--- config.mk ---
export PLATFORM = sky130hd
export DESIGN_NAME = memory_access_stage_flat
export DESIGN_NICKNAME = d
export VERILOG_FILES = /design/src/rtl/memory_access_stage_if.sv /design/src/rtl/memory_access_stage.sv /design/src/flat_wrapper.sv
export SDC_FILE = /design/constraint.sdc
export NUM_CORES = 1
export LEC_CHECK = 0
export ABC_AREA = 1
export BUFFER_PORTS_ARGS = -buffer_cell sky130_fd_sc_hd__buf_2
export CAP_MARGIN = 10
export CELL_PAD_IN_SITES_DETAIL_PLACEMENT = 1
export CELL_PAD_IN_SITES_GLOBAL_PLACEMENT = 1
export CORE_UTILIZATION = 24
export CTS_BUF_LIST = sky130_fd_sc_hd__clkbuf_4 sky130_fd_sc_hd__clkbuf_8
export DETAILED_ROUTE_END_ITERATION = 12
export PLACE_DENSITY = 0.87
export SYNTH_ARGS = -nofsm -noshare
export SYNTH_HDL_FRONTEND = slang
export SYNTH_SLANG_ARGS = --single-unit
--- constraint.sdc ---
create_clock -name clk_i -period 1.43 [get_ports clk_i]
set_clock_uncertainty 0.2 [all_clocks]
set_input_delay 0.0715 -clock clk_i [delete_from_list [all_inputs] [get_ports clk_i]]
set_output_delay 0.0715 -clock clk_i [all_outputs]
set_load 0.02 [all_outputs]
--- src/rtl/memory_access_stage_if.sv ---
// ============================================================================
// Module  : memory_access_stage_if
// Brief   : Data-memory req/gnt/rvalid bus between the MEM stage and memory.
// Revision: 1.0 - initial release
// ============================================================================
`default_nettype none

interface memory_access_stage_if;
    logic        req;
    logic        we;
    logic [31:0] addr;
    logic [31:0] wdata;
    logic [3:0]  be;
    logic        gnt;
    logic        rvalid;
    logic [31:0] rdata;

    modport master (
        output req, we, addr, wdata, be,
        input  gnt, rvalid, rdata
    );

    modport slave (
        input  req, we, addr, wdata, be,
        output gnt, rvalid, rdata
    );
endinterface

`default_nettype wire

--- src/rtl/memory_access_stage.sv ---
// ============================================================================
// Module  : memory_access_stage
// Brief   : MEM stage - data-memory load/store, pipeline stall, load
//           formatting and the MEM/WB register. Optional alignment checking
//           is enabled by defining MEM_MISALIGN_CHECK_EN.
// Revision: 1.0 - initial release
// ============================================================================
`default_nettype none

module memory_access_stage #(
    parameter int          XLEN             = 32,
    parameter logic [31:0] RESET_WRITE_DATA = 32'h0000_0000
) (
    input  wire logic              clk_i,
    input  wire logic              reset_ni,
    input  wire logic              em_reg_write_i,
    input  wire logic              em_mem_read_i,
    input  wire logic              em_mem_write_i,
    input  wire logic [1:0]        em_dmem_to_reg_i,
    input  wire logic [2:0]        em_funct3_i,
    input  wire logic [4:0]        em_write_reg_i,
    input  wire logic [XLEN-1:0]   em_alu_result_i,
    input  wire logic [XLEN-1:0]   em_read_data2_i,
    input  wire logic [XLEN-1:0]   em_pc_new_i,
    memory_access_stage_if.master  dmem,
    output logic                   mem_stall_o,
    output logic                   mw_reg_write_o,
    output logic [4:0]             mw_write_reg_o,
`ifdef MEM_MISALIGN_CHECK_EN
    output logic                   misalign_o,
`endif
    output logic [XLEN-1:0]        mw_write_data_o
);

    localparam logic [0:0] S_IDLE        = 1'b0;
    localparam logic [0:0] S_WAIT_RVALID = 1'b1;

    logic [0:0]      r_state;
    logic [0:0]      w_state_nxt;
    logic            w_access;
    logic            w_load;
    logic            w_store;
    logic            w_is_byte;
    logic            w_is_half;
    logic            w_misalign;
    logic            w_issue;
    logic            w_idle;
    logic [1:0]      w_a;
    logic [7:0]      w_byte;
    logic [15:0]     w_half;
    logic [XLEN-1:0] w_load_data;
    logic [XLEN-1:0] w_wb_data;

    // A simultaneous read+write request is a load; the write is dropped.
    assign w_access = em_mem_read_i | em_mem_write_i;
    assign w_load   = em_mem_read_i;
    assign w_store  = em_mem_write_i & ~em_mem_read_i;
    assign w_a      = em_alu_result_i[1:0];
    assign w_idle   = (r_state == S_IDLE);

    // Loads accept unsigned variants (1xx); stores treat every reserved code as word.
    always_comb begin
        w_is_byte = 1'b0;
        w_is_half = 1'b0;
        if (w_load) begin
            w_is_byte = (em_funct3_i[1:0] == 2'b00);
            w_is_half = (em_funct3_i[1:0] == 2'b01);
        end else begin
            w_is_byte = (em_funct3_i == 3'b000);
            w_is_half = (em_funct3_i == 3'b001);
        end
    end

`ifdef MEM_MISALIGN_CHECK_EN
    assign w_misalign = w_access & ((w_is_half & w_a[0]) |
                                    (~w_is_byte & ~w_is_half & (w_a != 2'b00)));
    assign misalign_o = w_misalign;
`else
    assign w_misalign = 1'b0;
`endif

    assign w_issue = w_access & ~w_misalign;

    // Bus request side
    assign dmem.req  = w_idle & w_issue;
    assign dmem.we   = w_idle & w_issue & w_store;
    assign dmem.addr = {em_alu_result_i[31:2], 2'b00};

    always_comb begin
        dmem.be    = 4'b0000;
        dmem.wdata = em_read_data2_i;
        if (w_is_byte) begin
            dmem.wdata = {4{em_read_data2_i[7:0]}};
        end else if (w_is_half) begin
            dmem.wdata = {2{em_read_data2_i[15:0]}};
        end
        if (w_idle & w_issue) begin
            if (w_is_byte) begin
                dmem.be = 4'b0001 << w_a;
            end else if (w_is_half) begin
                dmem.be = w_a[1] ? 4'b1100 : 4'b0011;
            end else begin
                dmem.be = 4'b1111;
            end
        end
    end

    assign mem_stall_o = (w_idle & w_issue & ~(w_store & dmem.gnt)) |
                         (~w_idle & ~dmem.rvalid);

    always_comb begin
        w_state_nxt = r_state;
        case (r_state)
            S_IDLE:        if (w_issue & w_load & dmem.gnt) w_state_nxt = S_WAIT_RVALID;
            S_WAIT_RVALID: if (dmem.rvalid)                 w_state_nxt = S_IDLE;
            default:                                        w_state_nxt = S_IDLE;
        endcase
    end

    // Load lane extraction and sign/zero extension
    always_comb begin
        case (w_a)
            2'd0:    w_byte = dmem.rdata[7:0];
            2'd1:    w_byte = dmem.rdata[15:8];
            2'd2:    w_byte = dmem.rdata[23:16];
            default: w_byte = dmem.rdata[31:24];
        endcase
        w_half = w_a[1] ? dmem.rdata[31:16] : dmem.rdata[15:0];
        case (em_funct3_i)
            3'b000:  w_load_data = {{24{w_byte[7]}}, w_byte};
            3'b100:  w_load_data = {24'd0, w_byte};
            3'b001:  w_load_data = {{16{w_half[15]}}, w_half};
            3'b101:  w_load_data = {16'd0, w_half};
            default: w_load_data = dmem.rdata;
        endcase
    end

    always_comb begin
        case (em_dmem_to_reg_i)
            2'd1:    w_wb_data = w_load_data;
            2'd2:    w_wb_data = em_pc_new_i;
            default: w_wb_data = em_alu_result_i;
        endcase
    end

    always_ff @(posedge clk_i or negedge reset_ni) begin
        if (!reset_ni) begin
            r_state         <= S_IDLE;
            mw_reg_write_o  <= 1'b0;
            mw_write_reg_o  <= 5'd0;
            mw_write_data_o <= RESET_WRITE_DATA;
        end else begin
            r_state <= w_state_nxt;
            if (mem_stall_o) begin
                mw_reg_write_o <= 1'b0;
            end else begin
                mw_reg_write_o  <= em_reg_write_i & ~w_misalign;
                mw_write_reg_o  <= em_write_reg_i;
                mw_write_data_o <= w_wb_data;
            end
        end
    end

endmodule

`default_nettype wire

--- src/flat_wrapper.sv ---
// flat-port wrapper written by rule: the top's interface ports become plain ports
module memory_access_stage_flat 
#(
    parameter int          XLEN             = 32,
    parameter logic [31:0] RESET_WRITE_DATA = 32'h0000_0000
)
  (clk_i, reset_ni, em_reg_write_i, em_mem_read_i, em_mem_write_i, em_dmem_to_reg_i, em_funct3_i, em_write_reg_i, em_alu_result_i, em_read_data2_i, em_pc_new_i, mem_stall_o, mw_reg_write_o, mw_write_reg_o, mw_write_data_o, dmem_req, dmem_we, dmem_addr, dmem_wdata, dmem_be, dmem_gnt, dmem_rvalid, dmem_rdata);
  memory_access_stage_if dmem_i ();
  input  wire logic clk_i;
  input  wire logic reset_ni;
  input  wire logic em_reg_write_i;
  input  wire logic em_mem_read_i;
  input  wire logic em_mem_write_i;
  input  wire logic [1:0] em_dmem_to_reg_i;
  input  wire logic [2:0] em_funct3_i;
  input  wire logic [4:0] em_write_reg_i;
  input  wire logic [XLEN-1:0] em_alu_result_i;
  input  wire logic [XLEN-1:0] em_read_data2_i;
  input  wire logic [XLEN-1:0] em_pc_new_i;
  output logic mem_stall_o;
  output logic mw_reg_write_o;
  output logic [4:0] mw_write_reg_o;
  output logic [XLEN-1:0] mw_write_data_o;
  output wire logic [$bits(dmem_i.req)-1:0] dmem_req;
  output wire logic [$bits(dmem_i.we)-1:0] dmem_we;
  output wire logic [$bits(dmem_i.addr)-1:0] dmem_addr;
  output wire logic [$bits(dmem_i.wdata)-1:0] dmem_wdata;
  output wire logic [$bits(dmem_i.be)-1:0] dmem_be;
  input wire logic [$bits(dmem_i.gnt)-1:0] dmem_gnt;
  input wire logic [$bits(dmem_i.rvalid)-1:0] dmem_rvalid;
  input wire logic [$bits(dmem_i.rdata)-1:0] dmem_rdata;
  assign dmem_req = dmem_i.req;
  assign dmem_we = dmem_i.we;
  assign dmem_addr = dmem_i.addr;
  assign dmem_wdata = dmem_i.wdata;
  assign dmem_be = dmem_i.be;
  assign dmem_i.gnt = dmem_gnt;
  assign dmem_i.rvalid = dmem_rvalid;
  assign dmem_i.rdata = dmem_rdata;
  memory_access_stage #(.XLEN(XLEN), .RESET_WRITE_DATA(RESET_WRITE_DATA)) u_core (.clk_i(clk_i), .reset_ni(reset_ni), .em_reg_write_i(em_reg_write_i), .em_mem_read_i(em_mem_read_i), .em_mem_write_i(em_mem_write_i), .em_dmem_to_reg_i(em_dmem_to_reg_i), .em_funct3_i(em_funct3_i), .em_write_reg_i(em_write_reg_i), .em_alu_result_i(em_alu_result_i), .em_read_data2_i(em_read_data2_i), .em_pc_new_i(em_pc_new_i), .dmem(dmem_i), .mem_stall_o(mem_stall_o), .mw_reg_write_o(mw_reg_write_o), .mw_write_reg_o(mw_write_reg_o), .mw_write_data_o(mw_write_data_o));
endmodule
==> key figures <==
Run status
  • Outcome: finished with violations
  • Violated checks: negative hold slack, negative setup slack

STA
  • Unrepaired setup endpoints after global routing: yes
  • Max-slew violation count: 0
  • Achievable Freq: 0.582 GHz
  • # setup viols final: 46
  • Measured slew at the worst slew-check pin: 0.696 ns
  • Worst Slack Setup Final: -0.289 ns
  • Setup TNS Final: -10.27 ns
  • Hold Worst Slack: -0.167 ns
  • Final period util: 1.20
  • Final Hold Fails: 1
  • Minimum clock period after layout: 1.72 ns
  • Worst slew slack as a fraction of its limit: 0.536

Place
  • Placed standard-cell area: 0.00524 sq mm
  • Number of buffers added on ports: 251
  • Detailed-placement wirelength estimate: 13100 um
  • Final estimated routing congestion in global placement: 0.800

Pwr
  • Pleak: 3.76 nW
  • Overall power after layout: 5.52 mW
  • Pwr/cell area: 806 mW/mm^2
  • Max VDD drop: 0.344 mV

Route
  • Final routed wire length divided by cell count: 17.8 um
  • Final routed wirelength across all metal layers: 20400 um
  • First DRT Iteration DRCs: 202
  • Number of vias in the routed layout: 5364
  • Via density: 4.69
  • Antenna-violating nets left: 0
  • DRC violations left: 0
  • Detailed-routing iteration count for the pre-antenna-repair pass: 5

Critical path
  • R2r startpoint: u_core.r_state
  • Arrival time of the worst setup path: 1.45 ns
  • Crit path capture type: output port
  • Worst r2r dst: u_core.mw_write_reg_o[2]
  • Worst Reg-to-Reg Cells: 8
  • Setup crit end: mem_stall_o
  • Highest net fanout along the worst path: 4
  • Critical Path Source: u_core.r_state
  • CP Data Required Time: 1.16 ns
  • Crit path launch type: register
  • Flop2flop setup slack: -0.28 ns
  • Crit Path Class: register to output port

Logic synthesis
  • Most numerous cell types in the synthesized netlist: nand2_1, a21oi_1, inv_1
  • Number of instances in the synthesized netlist: 630
  • Warnings, synthesis: 0
  • Leading cell types by total area after synthesis: dfrtp_1, nand2_1, a21oi_1, buf_4, inv_1
  • Count leader, synth: nand2_1
  • Avg Inst Size Synth: 5.88 sq um
  • Count of distinct cell types in the synthesized netlist: 28
  • Proportion of synthesized chip area in sequential cells: 0.263
  • Most used DFF post-synth: dfrtp_1
  • Cell type with the largest total area after synthesis: dfrtp_1
  • Synthesized area: 0.00370 sq mm
  • Number of synthesized flops with an enable pin: 0
  • Fraction of synthesis flops using an asynchronous set or reset pin: 1.00
  • Post-synth top area share: 0.263
  • Synthesized flop and latch total: 39

Floorplanning
  • Count of standard-cell rows: 45
  • Num ports: 254
  • Die width: 126 um
  • Starting utilization of the core area: 0.245
  • Total Die Area: 0.0159 sq mm
  • Core region area: 0.0151 sq mm
  • Die Span Y: 126 um

Clocking
  • Clock tree from TritonCTS: built
  • Maximum count of clock buffers along a single path: 2
  • Number of H-tree levels: 2
  • Clock network latency to the later pin of the worst-skew pair: 0.31 ns
  • Clock transition at the registers of the reported paths: 0.09 ns
  • Hold-fix buffers, CTS: 75
  • Cell at the root of the clock tree: clkbuf_8
  • Sinks on Clock Net: 39
  • Total clock buffers created by CTS: 5

Global route
  • Pin count of the biggest net entering global routing: 33
  • Wire length of the first global-routing pass: 30800 um
  • Number of antenna violations at the first check in global routing: 0
  • Number of global-route vias before repair: 5741
  • Gr usage total: 0.250
  • Remaining global-route overflow: 0

Layout
  • Final net count: 1102
  • N_diodes: 0
  • Layout area overhead: 84.9%
  • Utilization after layout: 0.452
  • Area used by multi-input combinational logic: 0.00238 sq mm
  • Area of all placed cells without fillers: 0.00685 sq mm
  • Sequential cell area: 976 sq um
  • Number of fill cells in the layout: 1959
  • Share of post-route cells with drive strength above 1: 0.442

Min path
  • Tightest Hold Check Type: input port to register

Flow run
  • Max-cap violation count: 0
## critical path, stage by stage, from the launching register on
cell      delay, ns
dfrtp_1        0.36
inv_2          0.06
or2_4          0.23
o211ai_1       0.08
buf_4          0.17
buf_12         0.13
buf_8          0.11
## sequential cells by signal (all words and copies together), names as in the netlist
name                    cells
u_core.r_state              1
u_core.mw_write_data_o     32
u_core.mw_reg_write_o       1
u_core.mw_write_reg_o       5
## timing repair
item,4_1_cts,5_1_grt
setup endpoints to repair,53,59
cloned,5,2
gates resized for setup,72,60
pin swaps,9,30
setup buffers,15,5
endpoints found under the hold margin,78,1
## power breakdown
group          switching [mW]  internal [mW]  leakage (nW)
registers               0.172           1.35         0.481
logic                    1.83           1.32          3.23
clock network           0.486          0.362        0.0446
total                    2.49           3.03          3.76
## cell families after synthesis
logic type,count (synthesis),synth area share
simple gates,326,0.363
buf+inv,142,0.201
compound gates,120,0.165
flops,39,0.263
fa+ha+maj,2,0.00675
other cells,1,0.00101
## worst min path at each step
stage / from / to / slack, ns / depth (start not counted)
finish: dmem_rvalid / u_core.r_state / -0.17 / 3
global route: dmem_rvalid / u_core.r_state / -0.16 / 3
CTS: dmem_rvalid / u_core.r_state / -0.18 / 3
detailed placement: reset_ni / u_core.mw_reg_write_o / -0.15 / 1
global placement: reset_ni / u_core.mw_reg_write_o / -0.15 / 1
floorplan: reset_ni / u_core.mw_reg_write_o / -0.42 / 0
## area by class of cell
class / instances / area share
repair buffers: 388 / 0.419
multi-input cells: 450 / 0.347
flip-flops and latches: 39 / 0.142
inverters: 70 / 0.0429
well taps: 188 / 0.0343
clock buffers: 6 / 0.0111
clock inverters: 2 / 0.00183
repair inverters: 1 / 0.00110
## placed cells by master, fill, tap and decap left out, types with 7 or more instances in the layout
| cell | instances |
|---|---|
| a21oi_1 | 48 |
| a21oi_2 | 32 |
| buf_12 | 12 |
| buf_2 | 231 |
| buf_4 | 40 |
| buf_6 | 23 |
| dfrtp_1 | 39 |
| dlygate4sd3_1 | 75 |
| inv_1 | 63 |
| nand2_1 | 225 |
| nand2_2 | 20 |
| nand2_4 | 7 |
| nand3_1 | 16 |
| nand3_2 | 9 |
| nor2_1 | 35 |
| o21ai_0 | 24 |
## through the flow
step,std cells,setup WS [ns],hold slack (ns)
detailed placement,1036,-0.466,-0.148
CTS,1139,-0.285,-0.179
global placement,1036,-0.348,-0.151
finish,1144,-0.289,-0.167
global route,1144,-0.379,-0.161
floorplan,631,-0.100,-0.424
## layer usage
metal | up-vias | share of wire | global-route usage | wire, um
met5 | - | 0 | 0 | 0
met4 | 0 | 0.032 | 0.0971 | 657
met3 | 44 | 0.048 | 0.0416 | 986
met2 | 190 | 0.52 | 0.466 | 10600
met1 | 2571 | 0.40 | 0.281 | 8150
li1 | 2559 | - | - | -
Note: power is estimated with default switching activity, not from simulation.
